<file path="src/rtl/mips_trace_pkg.sv">
// Shared types and constants for the MIPS retirement trace path.
package mips_trace_pkg;

    // Records carry a full-width seq field; the top uses its low SEQ_W bits.
    localparam int SEQ_MAX_W = 32;

    localparam logic [31:0] SYSCALL_INSTR = 32'h0000000c;
    localparam logic [31:0] EXIT_CODE     = 32'd10;
    localparam logic [4:0]  REG_V0        = 5'd2;

    typedef struct packed {
        logic        valid;
        logic [31:0] pc;
        logic [31:0] instr;
    } shadow_t;

    typedef struct packed {
        logic [SEQ_MAX_W-1:0] seq;
        logic [31:0]          pc;
        logic [31:0]          instr;
        logic                 wr_en;
        logic [4:0]           wr_addr;
        logic [31:0]          wr_data;
    } trace_rec_t;

endpackage

</file>
<file path="src/rtl/retire_trace_gen_if.sv">
// Trace output port of retire_trace_gen, grouped for the producer/consumer pair.
interface retire_trace_gen_if #(
    parameter int SEQ_W = 16
) ();
    // A record transfers on any edge where trace_valid & trace_ready are both 1.
    // While trace_valid is 1 and trace_ready is 0, every trace_* field holds steady.
    logic             trace_valid;
    logic             trace_ready;
    logic [SEQ_W-1:0] trace_seq;
    logic [31:0]      trace_pc;
    logic [31:0]      trace_instr;
    logic             trace_wr_en;
    logic [4:0]       trace_wr_addr;
    logic [31:0]      trace_wr_data;

    modport master (
        output trace_valid, trace_seq, trace_pc, trace_instr,
               trace_wr_en, trace_wr_addr, trace_wr_data,
        input  trace_ready
    );

    modport slave (
        input  trace_valid, trace_seq, trace_pc, trace_instr,
               trace_wr_en, trace_wr_addr, trace_wr_data,
        output trace_ready
    );
endinterface

</file>
<file path="src/rtl/trace_fifo.sv">
// First-word-fall-through record FIFO; head reads zero whenever the FIFO is empty.
module trace_fifo
    import mips_trace_pkg::*;
#(
    parameter int DEPTH = 8
) (
    input  logic       clk,
    input  logic       rst_n,
    input  logic       push,
    input  trace_rec_t push_rec,
    input  logic       pop,
    output trace_rec_t head,
    output logic       full,
    output logic       empty
);
    localparam int AW = (DEPTH > 1) ? $clog2(DEPTH) : 1;

    trace_rec_t    mem [DEPTH];
    logic [AW:0]   wr_ptr;
    logic [AW:0]   rd_ptr;
    logic          do_push;
    logic          do_pop;

    // Extra pointer MSB distinguishes full from empty when the indices match.
    assign empty   = (wr_ptr == rd_ptr);
    assign full    = (wr_ptr[AW] != rd_ptr[AW]) && (wr_ptr[AW-1:0] == rd_ptr[AW-1:0]);
    assign do_pop  = pop & ~empty;
    assign do_push = push & (~full | do_pop);

    always_ff @(posedge clk or negedge rst_n) begin
        if (!rst_n) begin
            wr_ptr <= '0;
            rd_ptr <= '0;
        end else begin
            if (do_push) wr_ptr <= wr_ptr + 1'b1;
            if (do_pop)  rd_ptr <= rd_ptr + 1'b1;
        end
    end

    always_ff @(posedge clk) begin
        if (do_push) mem[wr_ptr[AW-1:0]] <= push_rec;
    end

    assign head = empty ? '0 : mem[rd_ptr[AW-1:0]];

endmodule

</file>
<file path="src/rtl/retire_trace_gen.sv">
// Shadows pc/instr alongside the core pipeline and emits one commit record per retire.
module retire_trace_gen
    import mips_trace_pkg::*;
#(
    parameter int DEPTH  = 8,
    parameter int SEQ_W  = 16,
    parameter int DROP_W = 8
) (
    input  logic              clk,
    input  logic              reset,
    input  logic              iss_valid,
    input  logic [31:0]       iss_pc,
    input  logic [31:0]       iss_instr,
    input  logic              stall,
    input  logic              flush,
    input  logic              instr_retired,
    input  logic              reg_wr_wb_ret,
    input  logic [4:0]        wr_addr_wb_ret,
    input  logic [31:0]       wr_data_wb_ret,
    retire_trace_gen_if.master trace,
    output logic              overflow,
    output logic [DROP_W-1:0] drop_cnt,
    output logic              sync_err,
    output logic              done,
    input  logic              clear_err
);
    shadow_t          ex_q, mem_q, wb_q;
    logic [SEQ_W-1:0] seq_q;
    logic [31:0]      v0_q;
    trace_rec_t       rec;
    trace_rec_t       head;
    logic             full;
    logic             empty;
    logic             retire;
    logic             pop;
    logic             drop;
    logic             unused_seq_bits;

    assign retire = instr_retired & wb_q.valid;
    assign pop    = ~empty & trace.trace_ready;
    assign drop   = retire & full & ~pop;

    always_ff @(posedge clk or negedge reset) begin
        if (!reset) begin
            ex_q  <= '0;
            mem_q <= '0;
            wb_q  <= '0;
        end else if (!stall) begin
            ex_q  <= '{valid: iss_valid & ~flush, pc: iss_pc, instr: iss_instr};
            mem_q <= ex_q;
            wb_q  <= mem_q;
        end
    end

    // Non-writing instructions carry zero addr/data so the trace is canonical.
    always_comb begin
        rec               = '0;
        rec.seq[SEQ_W-1:0] = seq_q;
        rec.pc            = wb_q.pc;
        rec.instr         = wb_q.instr;
        rec.wr_en         = reg_wr_wb_ret;
        rec.wr_addr       = reg_wr_wb_ret ? wr_addr_wb_ret : 5'd0;
        rec.wr_data       = reg_wr_wb_ret ? wr_data_wb_ret : 32'd0;
    end

    trace_fifo #(.DEPTH(DEPTH)) u_fifo (
        .clk      (clk),
        .rst_n    (reset),
        .push     (retire),
        .push_rec (rec),
        .pop      (pop),
        .head     (head),
        .full     (full),
        .empty    (empty)
    );

    // seq advances on dropped records too, leaving a visible gap downstream.
    always_ff @(posedge clk or negedge reset) begin
        if (!reset) begin
            seq_q <= '0;
            v0_q  <= '0;
            done  <= 1'b0;
        end else if (retire) begin
            seq_q <= seq_q + 1'b1;
            if (reg_wr_wb_ret && (wr_addr_wb_ret == REG_V0)) v0_q <= wr_data_wb_ret;
            if ((wb_q.instr == SYSCALL_INSTR) && (v0_q == EXIT_CODE)) done <= 1'b1;
        end
    end

    // A new error in the same cycle as clear_err takes priority over the clear.
    always_ff @(posedge clk or negedge reset) begin
        if (!reset) begin
            overflow <= 1'b0;
            drop_cnt <= '0;
            sync_err <= 1'b0;
        end else begin
            if (drop) begin
                overflow <= 1'b1;
                if (clear_err)       drop_cnt <= DROP_W'(1);
                else if (~&drop_cnt) drop_cnt <= drop_cnt + 1'b1;
            end else if (clear_err) begin
                overflow <= 1'b0;
                drop_cnt <= '0;
            end
            if (instr_retired && !wb_q.valid) sync_err <= 1'b1;
            else if (clear_err)               sync_err <= 1'b0;
        end
    end

    assign trace.trace_valid   = ~empty;
    assign trace.trace_seq     = head.seq[SEQ_W-1:0];
    assign trace.trace_pc      = head.pc;
    assign trace.trace_instr   = head.instr;
    assign trace.trace_wr_en   = head.wr_en;
    assign trace.trace_wr_addr = head.wr_addr;
    assign trace.trace_wr_data = head.wr_data;
    assign unused_seq_bits     = ^head.seq;

endmodule

</file>
<file path="src/flat_wrapper.sv">
// flat-port wrapper written by rule: the top's interface ports become plain ports
module retire_trace_gen_flat import mips_trace_pkg::*;
#(
    parameter int DEPTH  = 8,
    parameter int SEQ_W  = 16,
    parameter int DROP_W = 8
)
  (clk, reset, iss_valid, iss_pc, iss_instr, stall, flush, instr_retired, reg_wr_wb_ret, wr_addr_wb_ret, wr_data_wb_ret, overflow, drop_cnt, sync_err, done, clear_err, trace_trace_valid, trace_trace_seq, trace_trace_pc, trace_trace_instr, trace_trace_wr_en, trace_trace_wr_addr, trace_trace_wr_data, trace_trace_ready);
  retire_trace_gen_if #(.SEQ_W(SEQ_W)) trace_i ();
  input  logic clk;
  input  logic reset;
  input  logic iss_valid;
  input  logic [31:0] iss_pc;
  input  logic [31:0] iss_instr;
  input  logic stall;
  input  logic flush;
  input  logic instr_retired;
  input  logic reg_wr_wb_ret;
  input  logic [4:0] wr_addr_wb_ret;
  input  logic [31:0] wr_data_wb_ret;
  output logic overflow;
  output logic [DROP_W-1:0] drop_cnt;
  output logic sync_err;
  output logic done;
  input  logic clear_err;
  output wire logic [$bits(trace_i.trace_valid)-1:0] trace_trace_valid;
  output wire logic [$bits(trace_i.trace_seq)-1:0] trace_trace_seq;
  output wire logic [$bits(trace_i.trace_pc)-1:0] trace_trace_pc;
  output wire logic [$bits(trace_i.trace_instr)-1:0] trace_trace_instr;
  output wire logic [$bits(trace_i.trace_wr_en)-1:0] trace_trace_wr_en;
  output wire logic [$bits(trace_i.trace_wr_addr)-1:0] trace_trace_wr_addr;
  output wire logic [$bits(trace_i.trace_wr_data)-1:0] trace_trace_wr_data;
  input wire logic [$bits(trace_i.trace_ready)-1:0] trace_trace_ready;
  assign trace_trace_valid = trace_i.trace_valid;
  assign trace_trace_seq = trace_i.trace_seq;
  assign trace_trace_pc = trace_i.trace_pc;
  assign trace_trace_instr = trace_i.trace_instr;
  assign trace_trace_wr_en = trace_i.trace_wr_en;
  assign trace_trace_wr_addr = trace_i.trace_wr_addr;
  assign trace_trace_wr_data = trace_i.trace_wr_data;
  assign trace_i.trace_ready = trace_trace_ready;
  retire_trace_gen #(.DEPTH(DEPTH), .SEQ_W(SEQ_W), .DROP_W(DROP_W)) u_core (.clk(clk), .reset(reset), .iss_valid(iss_valid), .iss_pc(iss_pc), .iss_instr(iss_instr), .stall(stall), .flush(flush), .instr_retired(instr_retired), .reg_wr_wb_ret(reg_wr_wb_ret), .wr_addr_wb_ret(wr_addr_wb_ret), .wr_data_wb_ret(wr_data_wb_ret), .trace(trace_i), .overflow(overflow), .drop_cnt(drop_cnt), .sync_err(sync_err), .done(done), .clear_err(clear_err));
endmodule
</file>
<file path="config.mk">
export PLATFORM = sky130hd
export DESIGN_NAME = retire_trace_gen_flat
export DESIGN_NICKNAME = d
export VERILOG_FILES = /design/src/rtl/mips_trace_pkg.sv /design/src/rtl/retire_trace_gen_if.sv /design/src/rtl/trace_fifo.sv /design/src/rtl/retire_trace_gen.sv /design/src/flat_wrapper.sv
export SDC_FILE = /design/constraint.sdc
export NUM_CORES = 1
export LEC_CHECK = 0
export ABC_AREA = 1
export BUFFER_PORTS_ARGS = -buffer_cell sky130_fd_sc_hd__buf_2
export CORE_MARGIN = 1.5
export CORE_UTILIZATION = 35
export DETAILED_ROUTE_END_ITERATION = 8
export GPL_TIMING_DRIVEN = 0
export SLEW_MARGIN = 20
export SYNTH_ARGS = -nofsm -noshare
export SYNTH_HDL_FRONTEND = slang
export SYNTH_HIERARCHICAL = 1
export SYNTH_SLANG_ARGS = --single-unit
</file>
<file path="constraint.sdc">
create_clock -name clk -period 7.55 [get_ports clk]
set_input_delay 2.265 -clock clk [delete_from_list [all_inputs] [get_ports clk]]
set_output_delay 2.265 -clock clk [all_outputs]
set_load 0.05 [all_outputs]
</file>
==> impl_metrics.yaml <==
outcome:
  status: "complete, no violations"
grt:
  grt_pass1_wl_um: 202000
  track_usage: 0.194
  first_global_vias: 31500
  grt_max_degree: 84
  grt_antenna_before_repair: 11
  grt_overflow_total: 0
floorplanning:
  die_area_um2: 139000
  io_pins: 240
  die_y_um: 373
  die_x_um: 373
  start_util: 0.353
  core-area_um2: 136000
  row_count: 135
layout:
  seq_area_um2: 34900
  syn_to_final_growth_pct: 18.4
  multi_input_area_um2: 11100
  final_nets: 4638
  fillers: 12700
  final_cells: 6408
  final_area_um2: 56800
  drive_gt1_frac: 0.135
setup_path:
  path_cells: "buf_4 > inv_4 > nand2_1 > nand2_1 > nor2_2 > nand3_2 > buf_6 > clkbuf_1 > o21ai_1 > nor2_1 > buf_2"
  cp.arrival_ns: 3.90
  slowest_delay_ns: 0.64
  r2r-start: "u_core/u_fifo/rd_ptr[1]$_DFFE_PN0P_"
  end_kind: "output pin"
  crit_top_cell: "nand2_1"
  rrSetupSlack_ns: 3.15
  crit_type: "reg -> out"
  r2r-end: "u_core/u_fifo/mem[6][83]$_DFFE_PP_"
  crit_slowest_cell: "nor2_1"
  start_kind: "register"
  reg2reg_depth: 18
  crit_required_ns: 5.29
  critPathLaunch: "u_core/u_fifo/rd_ptr[1]$_DFFE_PN0P_"
  cp_max_fo: 10
clock_tree:
  cts_buffers: 130
  holdBufCountCts: 0
  htree_num_levels: 4
  cts_resized: 0
  cts.path.max_buffers: 3
  cts_root_buf: "clkbuf_16"
  cts_tree: "done"
  clk_pin_slew_worst_paths_ns: 0.06
  post_cts_buffers: 0
  clock-sinks: 1206
  insertion_delay_ns: 0.74
pwr:
  ir_drop_mv: 0.278
  cellLeakagePower_nw: 21.2
  p_per_area_nw_per_um2: 416
yosys:
  synth_warnings: 6
  syn_avg_cell_area_um2: 11.7
  syn_inst: 4104
  synth_fp_nets: 4218
  synth.cell_area_um2: 47900
timing:
  final-max-slew-violation-count: 0
  setup_viol: 0
  final.period_utilization: 0.816
  setup_slack_ns: 1.39
  skew_ns: 0.0323
  tns_ns: 0
  rsz0062_at_grt: "false"
  hold_viol: 0
  fmax_ghz: 0.162
  finalCriticalPeriod_ns: 6.16
  tightest_slew_ns: 1.03
  maxSlewHeadroom: 0.316
detailed_routing:
  dr.pass1.iters: 5
  drc: 0
  drtIter0Drc: 2973
  route.vias.total: 32300
  viasPerCell: 5.04
  drtAntennaViolNets: 0
  routed_wl_um: 138000
  wire_per_inst_um: 21.5
placement:
  place_ws_ns: 2.25
  dp_hpwl_um: 92200
  port_buffers: 238
  gp_congestion: 0.816
  dpl_cell_area_um2: 52600
  placed_cells: 6173
hold_path:
  min_to: "u_core/done$_DFFE_PN0P_"
  holdCritStartpoint: "u_core/done$_DFFE_PN0P_"
  hold_depth: 2
  hold_class: "reg -> reg"
flow_run:
  maxCapViolCount: 0
==> layer usage <==
layer  GRT usage  part of all wire  vias to the layer above
met3      0.0388             0.076                      226
met2       0.313              0.47                     1247
met5           0           0.00034                        -
li1            -                 -                    15100
met1       0.261              0.43                    15700
met4      0.0694             0.030                       10
==> critical path, delay by kind of cell (launching register included) <==
family	cells	cell delay [ns]
buf+inv	5	1.56
flops	1	0.38
compound gates	1	0.15
simple gates	5	1.04
==> worst max-delay path by stage <==
stage                     depth (start not counted)                            endpoint
final                                            11                trace_trace_instr[6]
after global routing                             11                trace_trace_instr[6]
after CTS                                        11                trace_trace_instr[6]
after detailed placement                         11                trace_trace_instr[6]
after global placement                            7  u_core/u_fifo/mem[3][18]$_DFFE_PP_
after floorplan                                   6   u_core/u_fifo/mem[0][0]$_DFFE_PP_
==> flip-flops by register name, summed over array words and instances (netlist names) <==
register and flops:
u_core/rec 64, u_core/ex_q 65, u_core/drop_cnt 8, u_core/done 1, u_core/wb_q 1, u_core/v0_q 32
u_core/u_fifo/rd_ptr 4, u_core/sync_err 1, u_core/mem_q 65, u_core/overflow 1, u_core/seq_q 16, u_core/u_fifo/mem 944
u_core/u_fifo/wr_ptr 4
==> area by class of cell <==
| class | count | area share |
|---|---|---|
| multi-input combinational | 2480 | 0.195 |
| clock buffer | 182 | 0.0631 |
| clock inverter | 50 | 0.00933 |
| antenna | 3 | 0.000132 |
| buffer | 271 | 0.0254 |
| tap | 1781 | 0.0393 |
| sequential | 1206 | 0.615 |
| timing repair buffer | 288 | 0.0424 |
| inverter | 147 | 0.0100 |
==> through the flow <==
stage / hold slack (ns) / power, mW / util
3_3_place_gp: 0.451 / 17.5 / 0.379
3_5_place_dp: 0.454 / 17.6 / 0.388
2_1_floorplan: 0.442 / 14.1 / -
6_report: 0.463 / 23.6 / 0.418
4_1_cts: 0.470 / 23.8 / 0.418
5_1_grt: 0.490 / 24.6 / 0.418
==> layout by cell type, fill, tap and decap left out, types with 12 or more instances in the layout <==
| master | count |
|---|---|
| o21ai_1 | 125 |
| clkinv_1 | 16 |
| buf_6 | 28 |
| buf_12 | 25 |
| o21ai_0 | 721 |
| edfxtp_1 | 944 |
| inv_1 | 139 |
| clkbuf_16 | 133 |
| buf_2 | 295 |
| nor2_2 | 22 |
| o22ai_1 | 118 |
| nand2_1 | 521 |
| buf_16 | 27 |
| clkbuf_1 | 195 |
| dfrtp_1 | 262 |
| nor2_1 | 862 |
| clkinv_2 | 12 |
| buf_4 | 19 |
| nand3_1 | 55 |
==> power breakdown <==
| group | internal, mW | switching, mW | total (mW) |
|---|---|---|---|
| clock | 3.60 | 2.56 | 6.16 |
| sequential | 7.59 | 0.240 | 7.83 |
| combinational | 2.14 | 7.48 | 9.62 |
Power figures use the tool's default switching activity.
